===== config.mk =====
export PLATFORM = sky130hd
export DESIGN_NAME = pipelined_adder
export DESIGN_NICKNAME = d
export VERILOG_FILES = /design/src/rtl/pipelined_adder_pkg.sv /design/src/rtl/pipelined_adder_stage.sv /design/src/rtl/pipelined_adder.sv
export SDC_FILE = /design/constraint.sdc
export NUM_CORES = 1
export LEC_CHECK = 0
export ABC_AREA = 1
export BUFFER_PORTS_ARGS = -buffer_cell sky130_fd_sc_hd__buf_2
export CAP_MARGIN = 20
export CORE_ASPECT_RATIO = 0.7
export CORE_MARGIN = 8
export CORE_UTILIZATION = 40
export CTS_BUF_LIST = sky130_fd_sc_hd__clkbuf_8
export DETAILED_ROUTE_END_ITERATION = 8
export PLACE_DENSITY = 0.68
export SYNTH_ARGS = -nofsm -noshare
export SYNTH_HDL_FRONTEND = slang
export SYNTH_SLANG_ARGS = --single-unit

===== constraint.sdc =====
create_clock -name clk -period 1.8 [get_ports clk]
set_clock_uncertainty 0.2 [all_clocks]
set_input_delay 0.18 -clock clk [delete_from_list [all_inputs] [get_ports clk]]
set_output_delay 0.18 -clock clk [all_outputs]
set_load 0.05 [all_outputs]

===== src/rtl/pipelined_adder_pkg.sv =====
// Shared types and parameter checks for the segmented pipelined adder.
package pipelined_adder_pkg;

    localparam int MIN_STAGES = 1;

    typedef struct packed {
        logic valid;
        logic carry;
        logic sub;
    } stage_ctrl_t;

    // WIDTH must split evenly into STAGES non-empty segments.
    function automatic bit stages_legal(input int width, input int stages);
        return (stages >= MIN_STAGES) && (width >= stages) && ((width % stages) == 0);
    endfunction

endpackage


===== src/rtl/pipelined_adder_stage.sv =====
// One SEG-bit registered segment of the pipelined adder: segment sum, carry, valid and sub.
module pipelined_adder_stage
    import pipelined_adder_pkg::*;
#(
    parameter int SEG = 4
) (
    input  logic           clk,
    input  logic           rst,
    input  logic           load_i,
    input  stage_ctrl_t    ctrl_i,
    input  logic [SEG-1:0] a_i,
    input  logic [SEG-1:0] b_i,
    output stage_ctrl_t    ctrl_o,
    output logic [SEG-1:0] sum_o,
    output logic           ovf_o
);

    logic [SEG-1:0] b_eff;
    logic [SEG:0]   add_full;
    stage_ctrl_t    ctrl_d, ctrl_q;
    logic [SEG-1:0] sum_d, sum_q;
    logic           ovf_d, ovf_q;

    // Subtraction inverts b here; the inverted carry-in is applied once, at stage 0.
    always_comb begin
        b_eff        = ctrl_i.sub ? ~b_i : b_i;
        add_full     = {1'b0, a_i} + {1'b0, b_eff} + {{SEG{1'b0}}, ctrl_i.carry};
        sum_d        = add_full[SEG-1:0];
        ctrl_d.valid = ctrl_i.valid;
        ctrl_d.carry = add_full[SEG];
        ctrl_d.sub   = ctrl_i.sub;
        ovf_d        = (a_i[SEG-1] == b_eff[SEG-1]) && (sum_d[SEG-1] != a_i[SEG-1]);
    end

    always_ff @(posedge clk or posedge rst) begin
        if (rst) begin
            ctrl_q <= '0;
            sum_q  <= '0;
            ovf_q  <= 1'b0;
        end else if (load_i) begin
            ctrl_q <= ctrl_d;
            sum_q  <= sum_d;
            ovf_q  <= ovf_d;
        end
    end

    assign ctrl_o = ctrl_q;
    assign sum_o  = sum_q;
    assign ovf_o  = ovf_q;

endmodule


===== src/rtl/pipelined_adder.sv =====
// Segmented pipelined adder with valid/ready handshake, carry-out and signed overflow.
// Optional subtract mode (sub port) is enabled by defining PIPELINED_ADDER_SUB_EN.
module pipelined_adder
    import pipelined_adder_pkg::*;
#(
    parameter int WIDTH  = 8,
    parameter int STAGES = 2
) (
    input  logic             clk,
    input  logic             rst,
    input  logic             in_valid,
    output logic             in_ready,
    input  logic [WIDTH-1:0] a,
    input  logic [WIDTH-1:0] b,
    input  logic             cin,
`ifdef PIPELINED_ADDER_SUB_EN
    input  logic             sub,
`endif
    output logic             out_valid,
    input  logic             out_ready,
    output logic [WIDTH-1:0] sum,
    output logic             cout,
    output logic             ovf
);

    localparam int SEG = WIDTH / STAGES;

    if (!stages_legal(WIDTH, STAGES)) begin : g_illegal
        $error("pipelined_adder: WIDTH must be a positive integer multiple of STAGES");
    end

    logic              sub_w;
    logic [STAGES-1:0] ready;
    logic [STAGES-1:0] valid_w;
    logic              rdy_run;

    stage_ctrl_t      ctrl_in  [STAGES];
    stage_ctrl_t      ctrl_out [STAGES];
    logic [SEG-1:0]   seg_sum  [STAGES];
    logic             seg_ovf  [STAGES];

    // opa/opb: operands entering stage k; *_sk_q: operands travelling alongside stage k.
    logic [WIDTH-1:0] opa      [STAGES];
    logic [WIDTH-1:0] opb      [STAGES];
    logic [WIDTH-1:0] a_sk_q   [STAGES];
    logic [WIDTH-1:0] b_sk_q   [STAGES];
    logic [WIDTH-1:0] low_d    [STAGES];
    logic [WIDTH-1:0] low_q    [STAGES];

`ifdef PIPELINED_ADDER_SUB_EN
    assign sub_w = sub;
`else
    assign sub_w = 1'b0;
`endif

    // A stage may load unless it and every stage after it are full and the output is stalled.
    always_comb begin
        rdy_run = out_ready;
        ready   = '0;
        for (int k = STAGES - 1; k >= 0; k--) begin
            rdy_run  = !valid_w[k] || rdy_run;
            ready[k] = rdy_run;
        end
    end

    assign in_ready = ready[0];

    always_comb begin
        opa[0]           = a;
        opb[0]           = b;
        ctrl_in[0].valid = in_valid;
        ctrl_in[0].carry = cin ^ sub_w;
        ctrl_in[0].sub   = sub_w;
        low_d[0]         = '0;
        for (int k = 1; k < STAGES; k++) begin
            opa[k]                      = a_sk_q[k-1];
            opb[k]                      = b_sk_q[k-1];
            ctrl_in[k]                  = ctrl_out[k-1];
            low_d[k]                    = low_q[k-1];
            low_d[k][(k-1)*SEG +: SEG]  = seg_sum[k-1];
        end
    end

    always_ff @(posedge clk or posedge rst) begin
        if (rst) begin
            for (int k = 0; k < STAGES; k++) begin
                a_sk_q[k] <= '0;
                b_sk_q[k] <= '0;
                low_q[k]  <= '0;
            end
        end else begin
            for (int k = 0; k < STAGES; k++) begin
                if (ready[k]) begin
                    a_sk_q[k] <= opa[k];
                    b_sk_q[k] <= opb[k];
                    low_q[k]  <= low_d[k];
                end
            end
        end
    end

    for (genvar k = 0; k < STAGES; k++) begin : g_stage
        pipelined_adder_stage #(
            .SEG (SEG)
        ) u_stage (
            .clk    (clk),
            .rst    (rst),
            .load_i (ready[k]),
            .ctrl_i (ctrl_in[k]),
            .a_i    (opa[k][k*SEG +: SEG]),
            .b_i    (opb[k][k*SEG +: SEG]),
            .ctrl_o (ctrl_out[k]),
            .sum_o  (seg_sum[k]),
            .ovf_o  (seg_ovf[k])
        );
        assign valid_w[k] = ctrl_out[k].valid;
    end

    always_comb begin
        sum                          = low_q[STAGES-1];
        sum[(STAGES-1)*SEG +: SEG]   = seg_sum[STAGES-1];
        cout                         = ctrl_out[STAGES-1].carry;
        ovf                          = seg_ovf[STAGES-1];
        out_valid                    = valid_w[STAGES-1];
    end

endmodule

Yosys cells after proc, flatten, opt, wreduce, memory -nomap -nowiden. Cells that the tools add are included.

Add/subtract/negate cells: 4. Eq/ne operators: 2. Reduce and logical (&&, ||, !) cells: 5.

Operators by type and width (count): $add A4 B4 Y5 (2); $add A5 B1 Y5 (2); $logic_not A1 Y1 (2); $logic_or A1 B1 Y1 (2); $eq A1 B1 Y1 (1); $logic_and A1 B1 Y1 (1); $ne A1 B1 Y1 (1).

Bits in registers: 33. Word-level logic and storage cells: 21.

Depth between registers and ports, before layout.
Depth in word-level cells: 4. Gate-level depth with buffers: 7. Mapped depth without buffers: 7.

Cells and area by module. From an unflattened synthesis, not the netlist that was laid out.

Cells, all modules: 181. Area, all modules: 1531.5 um^2.

Modules (own cells, without submodules): pipelined_adder (times used 1, cells each 56, area an instance 518.0 um^2, sequential area each 300.3 um^2); pipelined_adder_stage (g_stage[1].u_stage) (times used 1, cells each 65, area an instance 510.5 um^2, sequential area each 200.2 um^2); pipelined_adder_stage (g_stage[0].u_stage) (times used 1, cells each 60, area an instance 503.0 um^2, sequential area each 200.2 um^2).

Worst setup path after synthesis. Ideal clock, no wire load.

Path kind: reg-to-reg. Start: register g_stage[0].u_stage.ctrl_q (netlist bit g_stage[0].u_stage.ctrl_o[1]). End: register g_stage[1].u_stage.sum_q[1]. Setup time: 83 ps. Arrival: 1406 ps. Data required time: 1517 ps. Slack: 111 ps. Stages on the path, launching flop included: 5. Buffers on the path: 0. Cells stage by stage: dfrtp_1 -> fa_1 -> inv_1 -> fa_1 -> o21ai_0.

Word-level cells in the longest chain between the ends: 1.

RTL lines: from (decl) (RTL line pipelined_adder_stage.sv:20) `stage_ctrl_t ctrl_d, ctrl_q;`; from (signal assigned) (RTL line pipelined_adder_stage.sv:41) `ctrl_q <= ctrl_d;`; $add A5 B1 Y5 (RTL line pipelined_adder_stage.sv:27) `add_full = {1'b0, a_i} + {1'b0, b_eff} + {{SEG{1'b0}}, ctrl_i.carry};`; to (signal assigned) (RTL line pipelined_adder_stage.sv:42) `sum_q <= sum_d;`; to (decl) (RTL line pipelined_adder_stage.sv:21) `logic [SEG-1:0] sum_d, sum_q;`.

No other way between the ends. A chain may end at the register's enable or synchronous reset.

Worst setup path in the final report.
Start: register b_sk_q[12] (netlist bit). End: register g_stage[1].u_stage.sum_q[2].

Word-level cells in the longest chain between the ends: 2.

RTL lines: from (decl) (RTL line pipelined_adder.sv:46) `logic [WIDTH-1:0] b_sk_q [STAGES];`; from (signal, indexed assignment) (RTL line pipelined_adder.sv:95) `b_sk_q[k] <= opb[k];`; $add A4 B4 Y5 (RTL line pipelined_adder_stage.sv:27); $add A5 B1 Y5 (RTL line pipelined_adder_stage.sv:27).

No other way between the ends.

==> impl_metrics.yaml <==
run_status:
  outcome: "complete, no violations"
synthesis:
  synth_fp_nets: 173
  synth_top_area_share_pct: 49.60
  synthesis.area_sq_um: 1261
  synth_area_leaders: "dfrtp_1, nand2_1, fa_1, ha_1, inv_1"
  synth_area_per_cell_sq_um: 8.882
  ys_seq_area_share_pct: 49.60
  synth_edf_count: 0
  yosys.cell_count.top_type: "nand2_1"
  synthMuxAreaShare_pct: 0
  yosys.area.top_type: "dfrtp_1"
  synth-adder-area-share_pct: 12.30
  ys_ff_latch: 25
  yosys-top-cells-count: "nand2_1, dfrtp_1, inv_1"
  synthSimpleGateAreaFrac_pct: 24.40
  ys.flop_type: "dfrtp_1"
  synthXorXnorAreaFrac_pct: 0.6944
  synth-compound-area-share_pct: 6.647
  synth_cell_type_count: 20
  async_reset_ff_share_pct: 100.0
  synth_top_family_by_area: "simple AND/OR/NAND/NOR gates"
  ys_warn_count: 0
  syn-instance-count: 142
clock_tree:
  cts_made_buffers: 3
  clockBufferDepth: 2
  root_buffer: "clkbuf_8"
  clkTransAtPathRegs_ns: 0.08
  clock-sinks: 25
  insertion_delay_ns: 0.26
  h-tree-depth: 1
  cts_tree: "yes"
timing:
  timing.final.crit_share_pct: 95.95
  hold_viol: 0
  period_needed_ns: 1.727
  slew_viol_final: 0
  worstMarginPinSlew_ns: 0.3140
  slew_headroom_pct: 79.07
  setup_violations: 0
  max_freq_mhz: 579.0
place:
  io_buffers: 32
  placed_area_sq_um: 1468
  place_congestion: 0.8255
  dp.cells: 212
  detailed_place_hpwl_um: 2067
pwr:
  ir_worst_vdd_uv: 486.4
  power_density_nw_per_um2: 1017
  power_leakage_nw: 0.8799
global_route:
  grt_pass1_vias: 1155
  grt_antenna_before_repair: 0
  grtUsageTotal_pct: 11.47
  grt_max_degree: 26
  grt_pass1_wl_um: 5119
  grt_overflow_total: 0
setup_path:
  critPathCaptureType: "flip-flop"
  path_class: "reg2reg"
  crit_path_start_kind: "flip-flop"
  cp_max_fo: 3
  cp.arrival_ns: 1.71
  cp_data_required_time_ns: 1.79
drt:
  vias: 1045
  wl_per_cell_um: 12.14
  firstDrtPassIters: 4
  drc: 0
  vias_per_cell: 4.604
  wirelength_um: 2755
  first_iter_violations: 63
  ant_nets: 0
die:
  io_pins: 33
  core_area_sq_um: 3084
  die_height_um: 62.98
  dieArea_sq_um: 5235
  start_util_pct: 40.89
  rows: 17
  fp.dieW_um: 83.12
finish:
  layout-drive-gt1-share_pct: 27.51
  finalNonFillerCells: 227
  nets: 221
  syn_to_final_growth_pct: 30.26
  postLayoutCellArea_sq_um: 1643
  diodes: 0
min_path:
  min_path_type: "in2reg"
run:
  cap_violations: 0
sequential cells by signal, summed over array words and instances, names as in the netlist:
signal,flops
b_sk_q,4
g_stage.u_stage.ovf_o,1
g_stage.u_stage.ctrl_o,4
a_sk_q,4
g_stage.u_stage.sum_o,8
sum,4
cell type report:
type | instances | area, sq um
clock inverters | 1 | 3.754
fillers | 291 | 1441
flip-flops and latches | 25 | 625.6
repair buffers | 45 | 282.8
inverters | 17 | 63.81
multi-input cells | 98 | 578.1
well taps | 38 | 47.55
clock buffers | 3 | 41.29
worst max-delay path, cell delays in order (launching register included):
cell and delay [ns]:
dfrtp_1 0.39, fa_2 0.24, inv_2 0.05, fa_2 0.36
or2_4 0.24, a31oi_2 0.17
cell usage in the layout, fill, tap and decap left out, drive strengths merged:
| cell type | instances |
|---|---|
| a21oi | 3 |
| a31oi | 1 |
| buf | 35 |
| clkbuf | 3 |
| dfrtp | 25 |
| dlygate4sd3 | 10 |
| fa | 4 |
| ha | 6 |
| inv | 18 |
| nand2 | 54 |
| nand3 | 6 |
| nor2 | 8 |
| o21ai | 11 |
| or2 | 4 |
| xnor2 | 1 |
cells by family (layout without fill, tap and decap cells):
logic type	count (synthesis)	after routing
fa+ha+maj	10	10
xor+xnor	1	1
simple gates	72	72
compound gates	15	15
flops	25	25
buf+inv	19	66
per-layer routing:
layer	vias up	track usage, %	wire length (um)
met5	-	0	0
met4	0	1.965	17
li1	531	-	-
met3	5	4.427	161
met1	482	13.45	1240
met2	27	19.55	1335
what timing repair did:
action	in CTS	in global routing
setup endpoints to repair	2	3
setup buffers	0	1
hold buffers	10	0
gates resized for setup	2	5
pin swaps	2	3
endpoints found under the hold margin	34	0
report_power, final:
group	leakage, nW	internal [W]	switching, W
clock	0.0269	0.000152	0.000166
combinational	0.557	0.000192	0.000441
sequential	0.296	0.000663	0.0000564
per-stage QoR:
stage | setup TNS [ns] | total power (W) | utilization (%) | setup WS, ns | hold slack, ns
2_1_floorplan | 0 | 0.001170 | - | 0.1111 | 0.007320
3_3_place_gp | 0 | 0.001311 | 47.59 | 0.08595 | 0.03834
3_5_place_dp | 0 | 0.001333 | 47.59 | 0.003905 | 0.04705
4_1_cts | 0 | 0.001676 | 52.45 | 0.03335 | 0.03314
5_1_grt | -0.01945 | 0.001794 | 53.27 | -0.01945 | 0.07664
6_report | 0 | 0.001671 | 53.27 | 0.07285 | 0.04482
path summary, 6_finish.rpt:
| check | startpoint | endpoint | slack (ns) | cells after the start |
|---|---|---|---|---|
| max reg2reg | b_sk_q[12] | g_stage[1].u_stage.sum_o[2] | 0.07 | 5 |
| max in group asynchronous | rst | g_stage[1].u_stage.ctrl_o[1] | 0.86 | 4 |
| min reg2reg | b_sk_q[15] | b_sk_q[15] | 0.28 | 2 |
| min | out_ready | sum[2] | 0.04 | 4 |
| min in group asynchronous | rst | g_stage[1].u_stage.ctrl_o[2] | 0.30 | 4 |
| max | b_sk_q[12] | g_stage[1].u_stage.sum_o[2] | 0.07 | 5 |
Note: power is estimated with default switching activity, not from simulation.
